--- config.mk ---
export PLATFORM = sky130hd
export DESIGN_NAME = thread_scheduler_flat
export DESIGN_NICKNAME = d
export VERILOG_FILES = /design/src/rtl/thread_scheduler_if.sv /design/src/rtl/thread_scheduler.sv /design/src/flat_wrapper.sv
export SDC_FILE = /design/constraint.sdc
export NUM_CORES = 1
export LEC_CHECK = 0
export CAP_MARGIN = 10
export CORE_UTILIZATION = 41
export CTS_CLUSTER_DIAMETER = 120
export DETAILED_ROUTE_END_ITERATION = 6
export DONT_BUFFER_PORTS = 1
export PLACE_DENSITY = 0.68
export SYNTH_ARGS = -nofsm -noshare
export SYNTH_HDL_FRONTEND = slang
export SYNTH_SLANG_ARGS = --single-unit
--- constraint.sdc ---
create_clock -name clk -period 3.4 [get_ports clk]
set_clock_uncertainty 0.2 [all_clocks]
set_input_delay 0 -clock clk [delete_from_list [all_inputs] [get_ports clk]]
set_output_delay 0 -clock clk [all_outputs]
set_load 0.05 [all_outputs]
--- src/rtl/thread_scheduler_if.sv ---
// Scheduler bundle: thread enable/stall/block/wake inputs and PC-array drive outputs.
// The scheduler sits on the slave modport; whoever feeds it uses master.
interface thread_scheduler_if #(
  parameter int THREAD_INDEX_BITS = 3
);
  localparam int N = 1 << THREAD_INDEX_BITS;

  logic [N-1:0]                 in_thread_enable;
  logic                         in_stall;
  logic                         in_block_valid;
  logic [THREAD_INDEX_BITS-1:0] in_block_thread_index;
  logic                         in_wake_valid;
  logic [THREAD_INDEX_BITS-1:0] in_wake_thread_index;
  logic [THREAD_INDEX_BITS-1:0] out_thread_index;
  logic                         out_issue_valid;
  logic                         out_idle;

  modport master (
    output in_thread_enable, in_stall,
    output in_block_valid, in_block_thread_index,
    output in_wake_valid, in_wake_thread_index,
    input  out_thread_index, out_issue_valid, out_idle
  );

  modport slave (
    input  in_thread_enable, in_stall,
    input  in_block_valid, in_block_thread_index,
    input  in_wake_valid, in_wake_thread_index,
    output out_thread_index, out_issue_valid, out_idle
  );
endinterface

--- src/rtl/thread_scheduler.sv ---
// Round-robin issue scheduler for the multithreaded fetch stage.
// Define THREAD_SCHED_COOLDOWN_EN to add the per-thread reissue cooldown counters.
module thread_scheduler #(
  parameter int THREAD_INDEX_BITS = 3,
  parameter int REISSUE_GAP       = 5
) (
  input logic               clk,
  input logic               reset,
  thread_scheduler_if.slave bus
);
  localparam int N = 1 << THREAD_INDEX_BITS;
  localparam logic [THREAD_INDEX_BITS-1:0] LAST_AT_RESET = THREAD_INDEX_BITS'(N - 1);

  logic                         issue_r;
  logic [THREAD_INDEX_BITS-1:0] index_r;
  logic [THREAD_INDEX_BITS-1:0] last_r;
  logic                         idle_r;
  logic [N-1:0]                 blocked_r;

  logic [N-1:0]                 cooled_s;
  logic [N-1:0]                 eligible_s;
  logic                         load_s;
  logic                         hit_s;
  logic [THREAD_INDEX_BITS-1:0] hit_index_s;

`ifdef THREAD_SCHED_COOLDOWN_EN
  localparam logic [3:0] COOLDOWN_LOAD = 4'(REISSUE_GAP - 1);
  logic [3:0] cooldown_r [N];

  // A thread is cool once its reissue counter has drained to zero.
  always_comb begin
    cooled_s = {N{1'b0}};
    for (int i = 0; i < N; i++) begin
      cooled_s[i] = (cooldown_r[i] == 4'd0);
    end
  end

  // Reload on issue; otherwise drain only on edges where the pipe advances.
  always_ff @(posedge clk) begin
    for (int i = 0; i < N; i++) begin
      if (reset) begin
        cooldown_r[i] <= 4'd0;
      end else if (load_s && hit_s && (hit_index_s == THREAD_INDEX_BITS'(i))) begin
        cooldown_r[i] <= COOLDOWN_LOAD;
      end else if (!bus.in_stall && (cooldown_r[i] != 4'd0)) begin
        cooldown_r[i] <= cooldown_r[i] - 4'd1;
      end else begin
        cooldown_r[i] <= cooldown_r[i];
      end
    end
  end
`else
  assign cooled_s = {N{1'b1}};
`endif

  assign eligible_s = bus.in_thread_enable & ~blocked_r & cooled_s;
  // A pending issue that is stalled keeps its slot; anything else reselects.
  assign load_s     = ~(issue_r & bus.in_stall);

  // Scan starts one past the last issued thread so every runnable thread gets a turn.
  always_comb begin
    logic [THREAD_INDEX_BITS-1:0] cand_v;
    cand_v      = last_r;
    hit_s       = 1'b0;
    hit_index_s = {THREAD_INDEX_BITS{1'b0}};
    for (int k = 1; k <= N; k++) begin
      cand_v      = last_r + THREAD_INDEX_BITS'(k);
      hit_index_s = (!hit_s && eligible_s[cand_v]) ? cand_v : hit_index_s;
      hit_s       = hit_s | eligible_s[cand_v];
    end
  end

  // Selection state; an empty scan keeps index/last so the pointer does not drift.
  always_ff @(posedge clk) begin
    if (reset) begin
      issue_r <= 1'b0;
      index_r <= {THREAD_INDEX_BITS{1'b0}};
      last_r  <= LAST_AT_RESET;
      idle_r  <= 1'b1;
    end else if (load_s && hit_s) begin
      issue_r <= 1'b1;
      index_r <= hit_index_s;
      last_r  <= hit_index_s;
      idle_r  <= 1'b0;
    end else if (load_s) begin
      issue_r <= 1'b0;
      index_r <= index_r;
      last_r  <= last_r;
      idle_r  <= 1'b1;
    end else begin
      issue_r <= issue_r;
      index_r <= index_r;
      last_r  <= last_r;
      idle_r  <= idle_r;
    end
  end

  // Block/wake bookkeeping; block is checked first so it wins a same-index collision.
  always_ff @(posedge clk) begin
    for (int i = 0; i < N; i++) begin
      if (reset) begin
        blocked_r[i] <= 1'b0;
      end else if (bus.in_block_valid && (bus.in_block_thread_index == THREAD_INDEX_BITS'(i))) begin
        blocked_r[i] <= 1'b1;
      end else if (bus.in_wake_valid && (bus.in_wake_thread_index == THREAD_INDEX_BITS'(i))) begin
        blocked_r[i] <= 1'b0;
      end else begin
        blocked_r[i] <= blocked_r[i];
      end
    end
  end

  assign bus.out_thread_index = index_r;
  assign bus.out_issue_valid  = issue_r & ~bus.in_stall;
  assign bus.out_idle         = idle_r;
endmodule

--- src/flat_wrapper.sv ---
// flat-port wrapper written by rule: the top's interface ports become plain ports
module thread_scheduler_flat 
#(
  parameter int THREAD_INDEX_BITS = 3,
  parameter int REISSUE_GAP       = 5
)
  (clk, reset, bus_in_thread_enable, bus_in_stall, bus_in_block_valid, bus_in_block_thread_index, bus_in_wake_valid, bus_in_wake_thread_index, bus_out_thread_index, bus_out_issue_valid, bus_out_idle);
  thread_scheduler_if #(.THREAD_INDEX_BITS(THREAD_INDEX_BITS)) bus_i ();
  input logic clk;
  input logic reset;
  input wire logic [$bits(bus_i.in_thread_enable)-1:0] bus_in_thread_enable;
  input wire logic [$bits(bus_i.in_stall)-1:0] bus_in_stall;
  input wire logic [$bits(bus_i.in_block_valid)-1:0] bus_in_block_valid;
  input wire logic [$bits(bus_i.in_block_thread_index)-1:0] bus_in_block_thread_index;
  input wire logic [$bits(bus_i.in_wake_valid)-1:0] bus_in_wake_valid;
  input wire logic [$bits(bus_i.in_wake_thread_index)-1:0] bus_in_wake_thread_index;
  output wire logic [$bits(bus_i.out_thread_index)-1:0] bus_out_thread_index;
  output wire logic [$bits(bus_i.out_issue_valid)-1:0] bus_out_issue_valid;
  output wire logic [$bits(bus_i.out_idle)-1:0] bus_out_idle;
  assign bus_i.in_thread_enable = bus_in_thread_enable;
  assign bus_i.in_stall = bus_in_stall;
  assign bus_i.in_block_valid = bus_in_block_valid;
  assign bus_i.in_block_thread_index = bus_in_block_thread_index;
  assign bus_i.in_wake_valid = bus_in_wake_valid;
  assign bus_i.in_wake_thread_index = bus_in_wake_thread_index;
  assign bus_out_thread_index = bus_i.out_thread_index;
  assign bus_out_issue_valid = bus_i.out_issue_valid;
  assign bus_out_idle = bus_i.out_idle;
  thread_scheduler #(.THREAD_INDEX_BITS(THREAD_INDEX_BITS), .REISSUE_GAP(REISSUE_GAP)) u_core (.clk(clk), .reset(reset), .bus(bus_i));
endmodule
* Yosys cells after proc, flatten, opt, wreduce, memory -nomap -nowiden
Index checks and enable logic that the tools add are counted.
Operators by class: reductions and logical operators 41, multiplexer cells 44, add/sub/neg operators 7, magnitude comparators 8, bitwise operators 13, equality and inequality tests 15
Operators with widths (number):
- < comparator 3 x 4 -> 1 bit, second input constant | 8
- 2-to-1 mux 1 bit | 28
- binary-select mux 1 bit (select 3 bit) | 8
- == test 3 bit, second input constant | 8
- logical AND 1 bit | 24
- 2-to-1 mux 3 bit | 8
- nonzero test 2 bit | 8
- adder 3 bit, second input constant | 4
- == test 3 x 2 -> 1 bit, second input constant | 4
- AND 8 bit | 1
- inverter 8 bit | 1
- logical NOT 1 bit | 7
- OR 1 bit | 7
- adder 3 x 2 -> 3 bit, second input constant | 2
- == test 3 x 1 -> 1 bit, second input constant | 2
- logical NOT 3 bit | 2
- adder 3 x 1 -> 3 bit, second input constant | 1
- AND 1 bit | 2
- inequality test 2 bit, second input constant | 1
- inverter 1 bit | 2
Word-level totals: register bits 16, output and inout port bits 5, input port bits 19

* Longest topological paths before layout
depth in word-level cells 13, mapped depth 12

* Worst setup path before layout
OpenSTA, ideal clock, no wires.
path type register to register, start register u_core.last_r[0], end register u_core.index_r[1], in the netlist u_core.bus.out_thread_index[1], data arrival time 3.062 ns, cell stages (with the launch flop) 13, path slack 0.008 ns, library setup time 0.130 ns, data required time 3.070 ns, period minus slack after synthesis 3.392 ns, cell sequence dfxtp_1 > buf_6 > clkinv_4 > buf_12 > ha_1 > buf_2 > clkinv_1 > mux4_2 > or3_1 > buf_6 > or3_4 > a221oi_2 > a311oi_1
On the way: longest elaborated chain between the ends 12
RTL lines:
- from (decl) | RTL line thread_scheduler.sv:16 | logic [THREAD_INDEX_BITS-1:0] last_r;
- from (signal assigned) | RTL line thread_scheduler.sv:83 | last_r <= hit_index_s;
- from (signal assigned) | RTL line thread_scheduler.sv:88 | last_r <= last_r;
- from (signal assigned) | RTL line thread_scheduler.sv:93 | last_r <= last_r;
- adder 3 x 1 -> 3 bit / adder 3 x 2 -> 3 bit (equally long branches) | RTL line thread_scheduler.sv:67 | cand_v = last_r + THREAD_INDEX_BITS'(k);
- binary-select mux 1 bit (select 3 bit) | RTL line thread_scheduler.sv:68, thread_scheduler.sv:69
- 2-to-1 mux 1 bit (not written as such) | RTL line thread_scheduler.sv:68, thread_scheduler.sv:69
- OR 1 bit / logical NOT 1 bit (equally long branches) | RTL line thread_scheduler.sv:69, thread_scheduler.sv:68
- logical NOT 1 bit, or another cell as far along | RTL line thread_scheduler.sv:68 | hit_index_s = (!hit_s && eligible_s[cand_v]) ? cand_v : hit_index_s;
- logical AND 1 bit, or another cell as far along | RTL line thread_scheduler.sv:68
- 2-to-1 mux 3 bit, or another cell as far along (4 in series) | RTL line thread_scheduler.sv:68
- 2-to-1 mux 3 bit / logical AND 1 bit (equally long branches) | RTL line thread_scheduler.sv:68
- 2-to-1 mux 3 bit | RTL line thread_scheduler.sv:68
- to (signal assigned) | RTL line thread_scheduler.sv:77 | index_r <= {THREAD_INDEX_BITS{1'b0}};
- to (signal assigned) | RTL line thread_scheduler.sv:82 | index_r <= hit_index_s;
- to (signal assigned) | RTL line thread_scheduler.sv:87 | index_r <= index_r;
- to (decl) | RTL line thread_scheduler.sv:15 | logic [THREAD_INDEX_BITS-1:0] index_r;
Parallel ways exist; a longest one is shown, timed or not. The select of a mux whose other input is x is not followed. A chain may end at the register's enable or synchronous reset.

* Worst setup path after layout
start register u_core.last_r[1], end register u_core.index_r[1], in the netlist u_core.bus.out_thread_index[1]
The elaborated chain is that of the path after synthesis.

==> metrics.yaml <==
layout:
  fin_cells: 257
  area_delta_synth_final_pct: 19.3
  diodes: 0
  layout_commonest_cell: "dlygate4sd3_1"
  final_nets: 231
  layout-drive-gt1-share_pct: 15.8
  most-common-layout-cells: "dlygate4sd3_1 (21), dfxtp_1 (16), nand2b_1 (13), a21oi_1 (13), mux2i_1 (13)"
clocking:
  clk_root_buffer_cell: "clkbuf_8"
  cts.sinks: 16
  cts_htree_levels: 1
  clockBufferDepth: 2
  ctsResizeCount: 0
  clk_latency_ns: 0.25
  cts_tree: "built"
  clkTransAtPathRegs_ns: 0.06
  cts_buffers: 3
die:
  rows: 22
  boundaryPins: 24
  die_h_um: 65.9
  start_util_pct: 44.1
  fp.dieW_um: 65.9
  core_um2: 3800
  die_area_um2: 4350
sta:
  holdWs_ns: 0.289
  fin_crit_ns: 3.17
  hold_viol: 0
  final-setup-viol-count: 0
  rsz0062_at_grt: "no"
  slew_viol_final: 0
  post-route-period-util_pct: 93.3
  slew_headroom_pct: 38.0
  setup-tns-final_ns: 0
  tightest_slew_ns: 0.928
  fmax_mhz: 315
worst_setup_path:
  critical_path_peak_fanout: 8
  r2r-start: "u_core.last_r[1]$_SDFFE_PP1P_"
  cp-start-kind: "flip-flop"
  crit_type: "flip-flop to flip-flop"
  arrival_ns: 3.08
  worstPathRequired_ns: 3.31
  startpoint: "u_core.last_r[1]$_SDFFE_PP1P_"
  endpoint_kind: "flip-flop"
global_routing:
  use_met3_pct: 4.48
  use_met2_pct: 40.2
  gr-usage-all-layers_pct: 23.8
  met1_usage_pct: 30.6
  grt_max_degree: 16
  grt_pass1_vias: 1581
  antenna_found_initial: 0
  grt_busiest_layer: "met2"
  grt_overflow_total: 0
  grt_pass1_wl_mm: 7.77
yosys:
  yosys.area.top_type: "dfxtp_1"
  syn-num-nets: 204
  ys.warnings.count: 0
  synth_edf_count: 0
  syn_area_um2: 1680
  synth_cells: 183
  synth_cell_types: 53
  ys_seq_area_share_pct: 19.1
  postSynth.asyncResetShare_pct: 0
  synth_top_area_share_pct: 19.1
  synth_top_flop_cell: "dfxtp_1"
  avgSynthCellArea_um2: 9.16
  synth.area.top_cells: "dfxtp_1 (19%), mux4_1 (11%), mux2i_1 (7.8%), mux4_2 (6.7%), nand2b_1 (4.9%)"
  synth-seq-cells: 16
place:
  port_buffers: 0
  dpl.hpwl_mm: 3.22
  place_congestion: 0.975
  dpl.cell_count: 232
power_and_ir_drop:
  irDropWorstVdd_v: 0.000511
  p_leak_uw: 0.000751
  pwr_density_cell_nw_per_um2: 837
  power_uw: 1670
routing:
  num_vias: 1650
  wl_per_cell_um: 18.7
  first_pass_iters: 4
  via_per_inst: 6.42
  drc: 0
  drt_iter0_markers: 77
  postRouteAntennaNets: 0
  wl_mm: 4.81
worst_hold_path:
  worstHoldStart: "bus_in_block_thread_index[0]"
  hp-class: "input pin to flip-flop"
job:
  cap_violations: 0
status:
  status: "finished clean"
[metrics by stage]
stage / area (um2) / util (%) / setup WS [ns]
after detailed placement: 1730 / 45.7 / 0.293
after global placement: 1730 / 45.7 / 0.343
after floorplan: 1680 / - / 0.00811
after global routing: 2000 / 52.6 / 0.0714
after CTS: 2000 / 52.6 / 0.265
final: 2000 / 52.6 / 0.228
[final cells by class]
type / instances / area, um2
clock buffer: 4 / 55.1
fill: 348 / 1800
inverter: 6 / 27.5
multi-input combinational: 155 / 1270
sequential: 16 / 320
tap: 48 / 60.1
timing repair buffer: 28 / 263
[routing by layer]
| metal | vias up | wire (um) |
|---|---|---|
| met5 | - | 0 |
| met4 | 0 | 57 |
| li1 | 767 | - |
| met3 | 8 | 345 |
| met1 | 796 | 2050 |
| met2 | 79 | 2350 |
[worst max-delay path, cell delays in order (launching register included)]
cell	delay, ns
dfxtp_1	0.54
inv_2	0.07
ha_1	0.32
clkinv_1	0.09
mux4_2	0.51
or3_1	0.51
or3_4	0.45
a221oi_2	0.27
a311oi_1	0.07
[cells in the mapped netlist, types with 2 or more instances]
| cell type | number |
|---|---|
| nor3_1 | 5 |
| a32oi_1 | 2 |
| buf_6 | 2 |
| o21ai_0 | 10 |
| mux4_2 | 5 |
| nor2_1 | 12 |
| o221ai_1 | 2 |
| dfxtp_1 | 16 |
| o21ba_2 | 3 |
| a31oi_1 | 3 |
| o22ai_1 | 2 |
| nor2b_1 | 10 |
| mux2_2 | 6 |
| nand3_1 | 5 |
| a21oi_1 | 13 |
| o31ai_1 | 3 |
| o31a_1 | 2 |
| inv_1 | 3 |
| xnor2_1 | 2 |
| nand2b_1 | 13 |
| mux4_1 | 7 |
| nand2_1 | 11 |
| or2_2 | 2 |
| clkbuf_1 | 2 |
| mux2i_1 | 13 |
| ha_1 | 2 |
[flip-flops by register name, summed over array words and instances (netlist names)]
signal,flops
u_core.blocked_r,8
u_core.bus.out_idle,1
u_core.bus.out_thread_index,3
u_core.issue_r,1
u_core.last_r,3
[report_power, final]
part / internal, uW / total [uW] / switching, uW
clock network: 103 / 170 / 67.0
logic: 559 / 1190 / 629
registers: 223 / 316 / 93.0
[worst paths after layout]
| kind | end | slack (ns) | cells past startpoint |
|---|---|---|---|
| max | u_core.bus.out_thread_index[1]$_SDFFE_PP0P_ | 0.23 | 8 |
| max reg2reg | u_core.bus.out_thread_index[1]$_SDFFE_PP0P_ | 0.23 | 8 |
| min reg2reg | u_core.blocked_r[6]$_SDFFE_PP0P_ | 0.33 | 2 |
| min | u_core.blocked_r[3]$_SDFFE_PP0P_ | 0.29 | 3 |
[timing repair]
item                                   CTS  global route
setup buffers                            0             0
hold buffers                            21             0
endpoints found under the hold margin   17             0
[cells by family (layout without fill, tap and decap cells)]
kind of cell,Yosys count,after routing,share of synthesized area (%)
buffers and inverters,12,38,4.92
flip-flops,16,16,19.1
adder cells (fa/ha/maj),2,2,1.49
AND/OR/NAND/NOR,67,67,21.6
multiplexers,31,31,29.5
XOR/XNOR,3,3,1.57
AO/OA/AOI/OAI,52,52,21.8
(Power assumes the default switching activity.)
